<file path="config.mk">
export PLATFORM = sky130hd
export DESIGN_NAME = adc_trig_capture
export DESIGN_NICKNAME = d
export VERILOG_FILES = /design/src/rtl/wave_cap_pkg.sv /design/src/rtl/adc_trig_capture_trig_detect.sv /design/src/rtl/adc_trig_capture.sv
export SDC_FILE = /design/constraint.sdc
export NUM_CORES = 1
export LEC_CHECK = 0
export ABC_AREA = 1
export CAP_MARGIN = 0
export CELL_PAD_IN_SITES_DETAIL_PLACEMENT = 2
export CELL_PAD_IN_SITES_GLOBAL_PLACEMENT = 2
export CORE_ASPECT_RATIO = 1.2
export CORE_MARGIN = 10
export CORE_UTILIZATION = 33
export DETAILED_ROUTE_END_ITERATION = 6
export DONT_BUFFER_PORTS = 1
export PLACE_DENSITY = 0.68
export SLEW_MARGIN = 0
export SYNTH_ARGS = -nofsm -noshare
export SYNTH_HDL_FRONTEND = slang
export SYNTH_SLANG_ARGS = --single-unit
export TNS_END_PERCENT = 1
</file>
<file path="constraint.sdc">
create_clock -name sys_clk -period 1.8 [get_ports sys_clk]
set_input_delay 0.18 -clock sys_clk [delete_from_list [all_inputs] [get_ports sys_clk]]
set_output_delay 0.18 -clock sys_clk [all_outputs]
set_load 0.01 [all_outputs]
</file>
<file path="src/rtl/wave_cap_pkg.sv">
// wave_cap_pkg
//   Shared definitions for the ADC trigger/capture block:
//   - cap_state_e : capture FSM state encoding (also exported on the debug port)
//   - TRIG_RISE / TRIG_FALL : values of the trig_edge input
//   - clog2 : ceiling log2 used to size counters from parameters
package wave_cap_pkg;

  typedef enum logic [2:0] {
    S_IDLE    = 3'd0,
    S_PREFILL = 3'd1,
    S_ARMED   = 3'd2,
    S_POST    = 3'd3,
    S_READY   = 3'd4,
    S_HOLD    = 3'd5
  } cap_state_e;

  localparam logic TRIG_RISE = 1'b0;
  localparam logic TRIG_FALL = 1'b1;

  function automatic int clog2(input int value);
    int r;
    int v;
    r = 0;
    v = value - 1;
    while (v > 0) begin
      r = r + 1;
      v = v >> 1;
    end
    return r;
  endfunction

endpackage

</file>
<file path="src/rtl/adc_trig_capture_trig_detect.sv">
// trig_detect
//   Holds the previous ADC sample and compares it with the current one against
//   the trigger level. o_trig is a single-cycle pulse qualified by i_sample_en;
//   the capture FSM decides whether the pulse matters in its current state.
// Ports
//   sys_clk      in  clock
//   rst          in  asynchronous active-low reset (clears previous sample)
//   i_sample_en  in  sample strobe; previous sample updates on every strobe
//   i_data       in  current ADC sample
//   i_level      in  unsigned trigger threshold
//   i_edge       in  TRIG_RISE / TRIG_FALL
//   o_trig       out crossing detected on this strobe
module trig_detect
  import wave_cap_pkg::*;
#(
  parameter int DATA_W = 8
) (
  input  logic              sys_clk,
  input  logic              rst,
  input  logic              i_sample_en,
  input  logic [DATA_W-1:0] i_data,
  input  logic [DATA_W-1:0] i_level,
  input  logic              i_edge,
  output logic              o_trig
);

  logic [DATA_W-1:0] r_prev;
  logic              w_cross;

  always_ff @(posedge sys_clk or negedge rst) begin
    if (!rst) begin
      r_prev <= '0;
    end else if (i_sample_en) begin
      r_prev <= i_data;
    end
  end

  always_comb begin
    w_cross = 1'b0;
    case (i_edge)
      TRIG_RISE: w_cross = (r_prev < i_level) && (i_data >= i_level);
      TRIG_FALL: w_cross = (r_prev > i_level) && (i_data <= i_level);
      default:   w_cross = 1'b0;
    endcase
  end

  assign o_trig = i_sample_en && w_cross;

endmodule

</file>
<file path="src/rtl/adc_trig_capture.sv">
// adc_trig_capture
//   Capture controller between the ADC front end and the dual-port display RAM.
//   Writes a circular buffer of DEPTH samples around a trigger event (PRE_TRIG
//   samples before it), then holds the frame and reports its oldest address
//   until the display side acknowledges it. A hold-off follows each frame.
//   Optional feature macro: AUTO_TRIG_EN -- forces a trigger after AUTO_TMO
//   strobes in ARMED and flags such frames on auto_flag.
// Ports
//   sys_clk     in  system clock
//   rst         in  asynchronous active-low reset
//   sample_en   in  one-cycle strobe per ADC sample
//   ad_data     in  ADC sample, valid with sample_en
//   trig_level  in  unsigned trigger threshold
//   trig_edge   in  0 = rising, 1 = falling
//   single      in  1 = stop after one frame, 0 = re-arm after hold-off
//   arm         in  start capture from IDLE
//   rd_done     in  display consumed the frame
//   wr_en       out buffer write enable
//   wr_addr     out buffer write address
//   wr_data     out buffer write data
//   frame_ready out complete frame held
//   start_addr  out address of oldest frame sample
//   auto_flag   out current frame was forced by timeout
//   state       out FSM state (debug)
module adc_trig_capture
  import wave_cap_pkg::*;
#(
  parameter  int DATA_W   = 8,
  parameter  int DEPTH    = 1024,
  parameter  int PRE_TRIG = 256,
  parameter  int HOLDOFF  = 6000000,
  parameter  int AUTO_TMO = 2000000,
  localparam int ADDR_W   = clog2(DEPTH)
) (
  input  logic              sys_clk,
  input  logic              rst,
  input  logic              sample_en,
  input  logic [DATA_W-1:0] ad_data,
  input  logic [DATA_W-1:0] trig_level,
  input  logic              trig_edge,
  input  logic              single,
  input  logic              arm,
  input  logic              rd_done,
  output logic              wr_en,
  output logic [ADDR_W-1:0] wr_addr,
  output logic [DATA_W-1:0] wr_data,
  output logic              frame_ready,
  output logic [ADDR_W-1:0] start_addr,
  output logic              auto_flag,
  output logic [2:0]        state
);

  localparam int POST_LEN = DEPTH - PRE_TRIG - 1;
  // HOLDOFF = 0 still spends one cycle in HOLD
  localparam int HOLD_CYC = (HOLDOFF > 0) ? HOLDOFF : 1;
  localparam int HOLD_W   = (clog2(HOLD_CYC) > 0) ? clog2(HOLD_CYC) : 1;

  localparam logic [ADDR_W-1:0] PRE_OFS   = ADDR_W'(PRE_TRIG);
  localparam logic [ADDR_W-1:0] PRE_LAST  = ADDR_W'(PRE_TRIG - 1);
  localparam logic [ADDR_W-1:0] POST_LAST = ADDR_W'(POST_LEN - 1);
  localparam logic [ADDR_W-1:0] ADDR_ONE  = ADDR_W'(1);
  localparam logic [HOLD_W-1:0] HOLD_LAST = HOLD_W'(HOLD_CYC - 1);
  localparam logic [HOLD_W-1:0] HOLD_ONE  = HOLD_W'(1);

  cap_state_e        r_state;
  cap_state_e        w_state_nxt;
  logic [ADDR_W-1:0] r_ptr;        // next buffer address to write
  logic [ADDR_W-1:0] r_cnt;        // samples written in PREFILL / POST
  logic [HOLD_W-1:0] r_hold;
  logic              r_wr_en;
  logic [ADDR_W-1:0] r_wr_addr;
  logic [DATA_W-1:0] r_wr_data;
  logic [ADDR_W-1:0] r_start;
  logic              r_frame_ready;
  logic              w_write;      // current strobe goes into the buffer
  logic              w_fire;       // trigger accepted on current strobe
  logic              w_trig;
  logic              w_force;

  trig_detect #(
    .DATA_W (DATA_W)
  ) u_trig (
    .sys_clk     (sys_clk),
    .rst         (rst),
    .i_sample_en (sample_en),
    .i_data      (ad_data),
    .i_level     (trig_level),
    .i_edge      (trig_edge),
    .o_trig      (w_trig)
  );

  always_comb begin
    w_state_nxt = r_state;
    w_write     = 1'b0;
    w_fire      = 1'b0;
    case (r_state)
      S_IDLE: begin
        if (arm) w_state_nxt = (PRE_TRIG > 0) ? S_PREFILL : S_ARMED;
      end
      S_PREFILL: begin
        if (sample_en) begin
          w_write = 1'b1;
          if (r_cnt == PRE_LAST) w_state_nxt = S_ARMED;
        end
      end
      S_ARMED: begin
        if (sample_en) begin
          w_write = 1'b1;
          if (w_trig || w_force) begin
            w_fire      = 1'b1;
            w_state_nxt = (POST_LEN == 0) ? S_READY : S_POST;
          end
        end
      end
      S_POST: begin
        if (sample_en) begin
          w_write = 1'b1;
          if (r_cnt == POST_LAST) w_state_nxt = S_READY;
        end
      end
      S_READY: begin
        // a strobe arriving with rd_done is dropped: READY never writes
        if (rd_done) w_state_nxt = S_HOLD;
      end
      S_HOLD: begin
        if (r_hold == HOLD_LAST) begin
          if (single) w_state_nxt = S_IDLE;
          else        w_state_nxt = (PRE_TRIG > 0) ? S_PREFILL : S_ARMED;
        end
      end
      default: w_state_nxt = S_IDLE;
    endcase
  end

  // ---- register stage: state, write port, frame bookkeeping ----
  always_ff @(posedge sys_clk or negedge rst) begin
    if (!rst) begin
      r_state       <= S_IDLE;
      r_ptr         <= '0;
      r_cnt         <= '0;
      r_hold        <= '0;
      r_wr_en       <= 1'b0;
      r_wr_addr     <= '0;
      r_wr_data     <= '0;
      r_start       <= '0;
      r_frame_ready <= 1'b0;
    end else begin
      r_state       <= w_state_nxt;
      r_wr_en       <= w_write;
      r_frame_ready <= (w_state_nxt == S_READY);
      if (w_write) begin
        r_wr_addr <= r_ptr;
        r_wr_data <= ad_data;
        r_ptr     <= r_ptr + ADDR_ONE;
      end
      // the trigger sample sits at r_ptr; the frame begins PRE_TRIG earlier
      if (w_fire) r_start <= r_ptr - PRE_OFS;
      // phase sample count restarts on every state change
      if (w_state_nxt != r_state) r_cnt <= '0;
      else if (w_write)           r_cnt <= r_cnt + ADDR_ONE;
      if (r_state == S_HOLD) r_hold <= r_hold + HOLD_ONE;
      else                   r_hold <= '0;
    end
  end

`ifdef AUTO_TRIG_EN
  localparam int TMO_CYC = (AUTO_TMO > 0) ? AUTO_TMO : 1;
  localparam int TMO_W   = (clog2(TMO_CYC) > 0) ? clog2(TMO_CYC) : 1;
  localparam logic [TMO_W-1:0] TMO_LAST = TMO_W'(TMO_CYC - 1);
  localparam logic [TMO_W-1:0] TMO_ONE  = TMO_W'(1);

  logic [TMO_W-1:0] r_tmo;
  logic             r_auto;
  logic             w_arming;

  assign w_force  = (r_state == S_ARMED) && sample_en && (r_tmo == TMO_LAST);
  assign w_arming = ((r_state == S_IDLE) || (r_state == S_HOLD)) &&
                    ((w_state_nxt == S_PREFILL) || (w_state_nxt == S_ARMED));

  always_ff @(posedge sys_clk or negedge rst) begin
    if (!rst) begin
      r_tmo  <= '0;
      r_auto <= 1'b0;
    end else begin
      // held at zero outside ARMED, so every ARMED entry starts a fresh count
      if (r_state != S_ARMED) r_tmo <= '0;
      else if (sample_en)     r_tmo <= r_tmo + TMO_ONE;
      if (w_arming)    r_auto <= 1'b0;
      else if (w_fire) r_auto <= !w_trig;
    end
  end

  assign auto_flag = r_auto;
`else
  assign w_force   = 1'b0;
  // timeout is compiled out; this is constant 0 for any legal AUTO_TMO
  assign auto_flag = (AUTO_TMO < 0);
`endif

  assign wr_en       = r_wr_en;
  assign wr_addr     = r_wr_addr;
  assign wr_data     = r_wr_data;
  assign frame_ready = r_frame_ready;
  assign start_addr  = r_start;
  assign state       = r_state;

endmodule

</file>
==> metrics <==
RR Endpoint r_cnt[6]; CTS Root Buffer Type clkbuf_16; Total Wirelength 12.9 mm; Setup Skew 0.00845 ns; max-slew violations 0; Post-Route Setup TNS -0.947 ns; Tot Pwr 5.14 mW; CP required 2.08 ns; CTS tree yes; antenna cells 0; final core utilization 41.7%; initial antenna violation count 0; Final ANT Viol Nets 0; fillcell total 1399; Worst R2R Start u_trig.r_prev[3]; failing checks hold timing, setup timing; final worst slack -0.0934 ns; TritonRoute pass-1 iters 4; CTS Hold Buffers Added 9; CTS Sinks 84; hpwl dp 9.13 mm; die area 17900 µm²; Post-Syn Area 4250 µm²; Starting Density 33.6%; maximum clock rate 528 MHz; Seq/Total Area, Yosys 49.4%; first-pass GRT wire length 20.9 mm; row cnt 45; violation count after the first detailed-route iteration 107; Lkg Pwr 2.47 nW; ratio of cells with drive above 1 in the final layout 20.7%; Final Wtd Congestion 0.797; Routed WL per cell 18.1 µm; Worst Setup End Kind flip-flop; Final Cell Area 5280 µm²; Area after DPL 4590 µm²; H-tree levels 3; RSZ-0062 raised after global routing yes; Die Y 144 µm; worst-skew pair later-pin latency 0.35 ns; vias in the first global route 3945; CP Class flip-flop to flip-flop; depth of the most critical reg-to-reg path 14; Final Hold Vio Count 84; net count after synthesis 543; remaining global-route overflow 0; Avg Cell Area, Syn 8.51 µm²; r2r setup slk -0.09 ns; synth warn 0; Overall Global Routing Usage 14.9%; Max Cap Viol 0; Core ar. 12700 µm²; flip-flop and latch area 2110 µm²; Max IR drop VDD 0.499 mV; min cycle time layout 1.89 ns; synth unique cells 37; Num CTS Buffers 9; clock-pin slew of the registers on the worst-case setup and hold paths 0.07 ns; period utilization 105%; post-synthesis register bit count 84; Layout area overhead 24.2%; Min-Delay Path Class primary input to async pin; IO Pins 57; # DRC 0; arrival time of the worst setup path 2.17 ns; power density cells 973 nW/µm²; Finish-stage setup viols 21; Cells after Synth 500; Multi-input gate area 2100 µm²; net total in the final layout 583; via count 3522; die width 124 µm; Min Hold Slack -0.478 ns; startpoint types flip-flop; status finished, violations left; Crit Path Max Fanout 5; pre-CTS setup slack -0.150 ns; port bufs 0; largest net degree at the start of global routing 85; clock buffer depth 2; vias per cell 4.97
-- state kept, by name (all words and copies together), names as in the netlist --
signal and flops:
r_hold 23, r_cnt 10, r_ptr 10, start_addr 10
wr_addr 10, u_trig.r_prev 8, wr_data 8, state 3
frame_ready 1, wr_en 1
-- repair_timing --
action,CTS,global route
pin swaps,12,19
hold endpoints to repair,99,84
resized for setup,25,48
setup buffers,1,4
gates cloned,1,0
endpoints found under the setup margin,23,32
-- report_power, final --
group          total, mW  switching, mW  internal, mW
sequential          2.46          0.305          2.15
clock               1.82          0.853         0.970
combinational      0.856          0.511         0.346
-- kinds of logic (layout without fill, tap and decap cells) --
logic type               Yosys count  count (layout)  synth area share, %
buffers and inverters             79             123                 7.38
flip-flops                        84              84                 49.4
XOR/XNOR                          20              20                 4.12
AO/OA/AOI/OAI                     66              66                 8.18
AND/OR/NAND/NOR                  230             231                 24.9
adder cells (fa/ha/maj)           20              20                 5.88
other                              1               1               0.0882
-- placed cells by master, fill, tap and decap left out, drive strengths merged --
| cell type | n |
|---|---|
| ha | 20 |
| o21ai | 38 |
| a21o | 1 |
| nor4 | 5 |
| a41oi | 1 |
| a21oi | 20 |
| o21a | 1 |
| xor2 | 16 |
| conb | 1 |
| and2 | 1 |
| clkbuf | 9 |
| dfrtp | 84 |
| a31oi | 2 |
| xnor2 | 4 |
| dlygate4sd3 | 9 |
| nand4 | 11 |
| nor3 | 15 |
| a211oi | 1 |
| inv | 74 |
| nand3b | 2 |
| clkinvlp | 2 |
| buf | 29 |
| o22ai | 1 |
| nand2 | 128 |
| o211ai | 1 |
| nor2 | 49 |
| nand3 | 19 |
| nor3b | 1 |
-- cell usage after synthesis --
master	number	area share, %
nand4_1	11	1.6
a211oi_1	1	0.18
o22ai_1	1	0.15
a21o_1	1	0.18
nor3b_1	1	0.18
nor4_4	1	0.50
buf_2	3	0.35
nor3_4	3	1.1
nor2_2	2	0.29
xnor2_1	4	0.82
nor4_1	4	0.59
o21ai_0	38	4.5
nand3_2	1	0.24
and2_1	1	0.15
a41oi_1	1	0.21
nand3b_1	2	0.35
o211ai_1	1	0.18
dfrtp_1	84	49
inv_4	1	0.15
nand2_1	124	11
buf_6	1	0.26
buf_4	1	0.18
xor2_1	16	3.3
nor3_2	2	0.47
o21a_1	1	0.18
a21oi_1	20	2.4
ha_1	20	5.9
nand2_4	2	0.53
nor2_4	2	0.53
conb_1	1	0.088
nand2_2	1	0.15
a31oi_1	2	0.29
clkbuf_1	5	0.44
nand3_1	18	2.1
nor3_1	10	1.2
nor2_1	45	4.0
inv_1	68	6.0
-- layer usage --
| metal | share of wire, % | routed length (µm) | track usage (%) | vias up |
|---|---|---|---|---|
| li1 | - | - | - | 1682 |
| met1 | 41 | 5220 | 17.2 | 1783 |
| met2 | 54 | 6970 | 26.2 | 45 |
| met3 | 4.0 | 510 | 3.74 | 12 |
| met4 | 1.2 | 153 | 4.42 | 0 |
| met5 | 0 | 0 | 0 | - |
-- worst max-delay path by stage --
stage	slack, ns	from	to	cells past startpoint
CTS	-0.06	u_trig.r_prev[3]	r_cnt[6]	14
floorplan	0.15	u_trig.r_prev[7]	r_cnt[1]	11
detailed placement	-0.15	u_trig.r_prev[7]	start_addr[5]	11
global route	-0.22	r_hold[0]	r_cnt[6]	13
finish	-0.09	u_trig.r_prev[3]	r_cnt[6]	14
global placement	-0.05	u_trig.r_prev[7]	start_addr[9]	11
-- critical path, cell delays in order (launching register included) --
cell and delay (ns):
dfrtp_1 0.41, ha_4 0.31, nand2_4 0.05, inv_2 0.05, nand2_2 0.06, nand2_2 0.07
nand2_2 0.05, and2_1 0.15, nand2_1 0.08, nand2_2 0.07, nand3_4 0.12, nand2_4 0.09
nand2_8 0.10, nand2_8 0.09, nor2_4 0.11
-- cell type report --
type	count	area share, %
sequential	84	39.9
multi-input combinational	338	39.7
timing repair buffer	38	6.06
inverter	69	5.04
clock buffer	9	4.26
tap	164	3.88
clock inverter	7	1.21
-- stage by stage --
stage | std cells | hold WS, ns
2_1_floorplan | 500 | -0.116
3_5_place_dp | 678 | -0.113
5_1_grt | 709 | -0.502
6_report | 709 | -0.478
3_3_place_gp | 678 | -0.112
4_1_cts | 705 | -0.495
No activity file was read; power rests on OpenSTA's default activity.
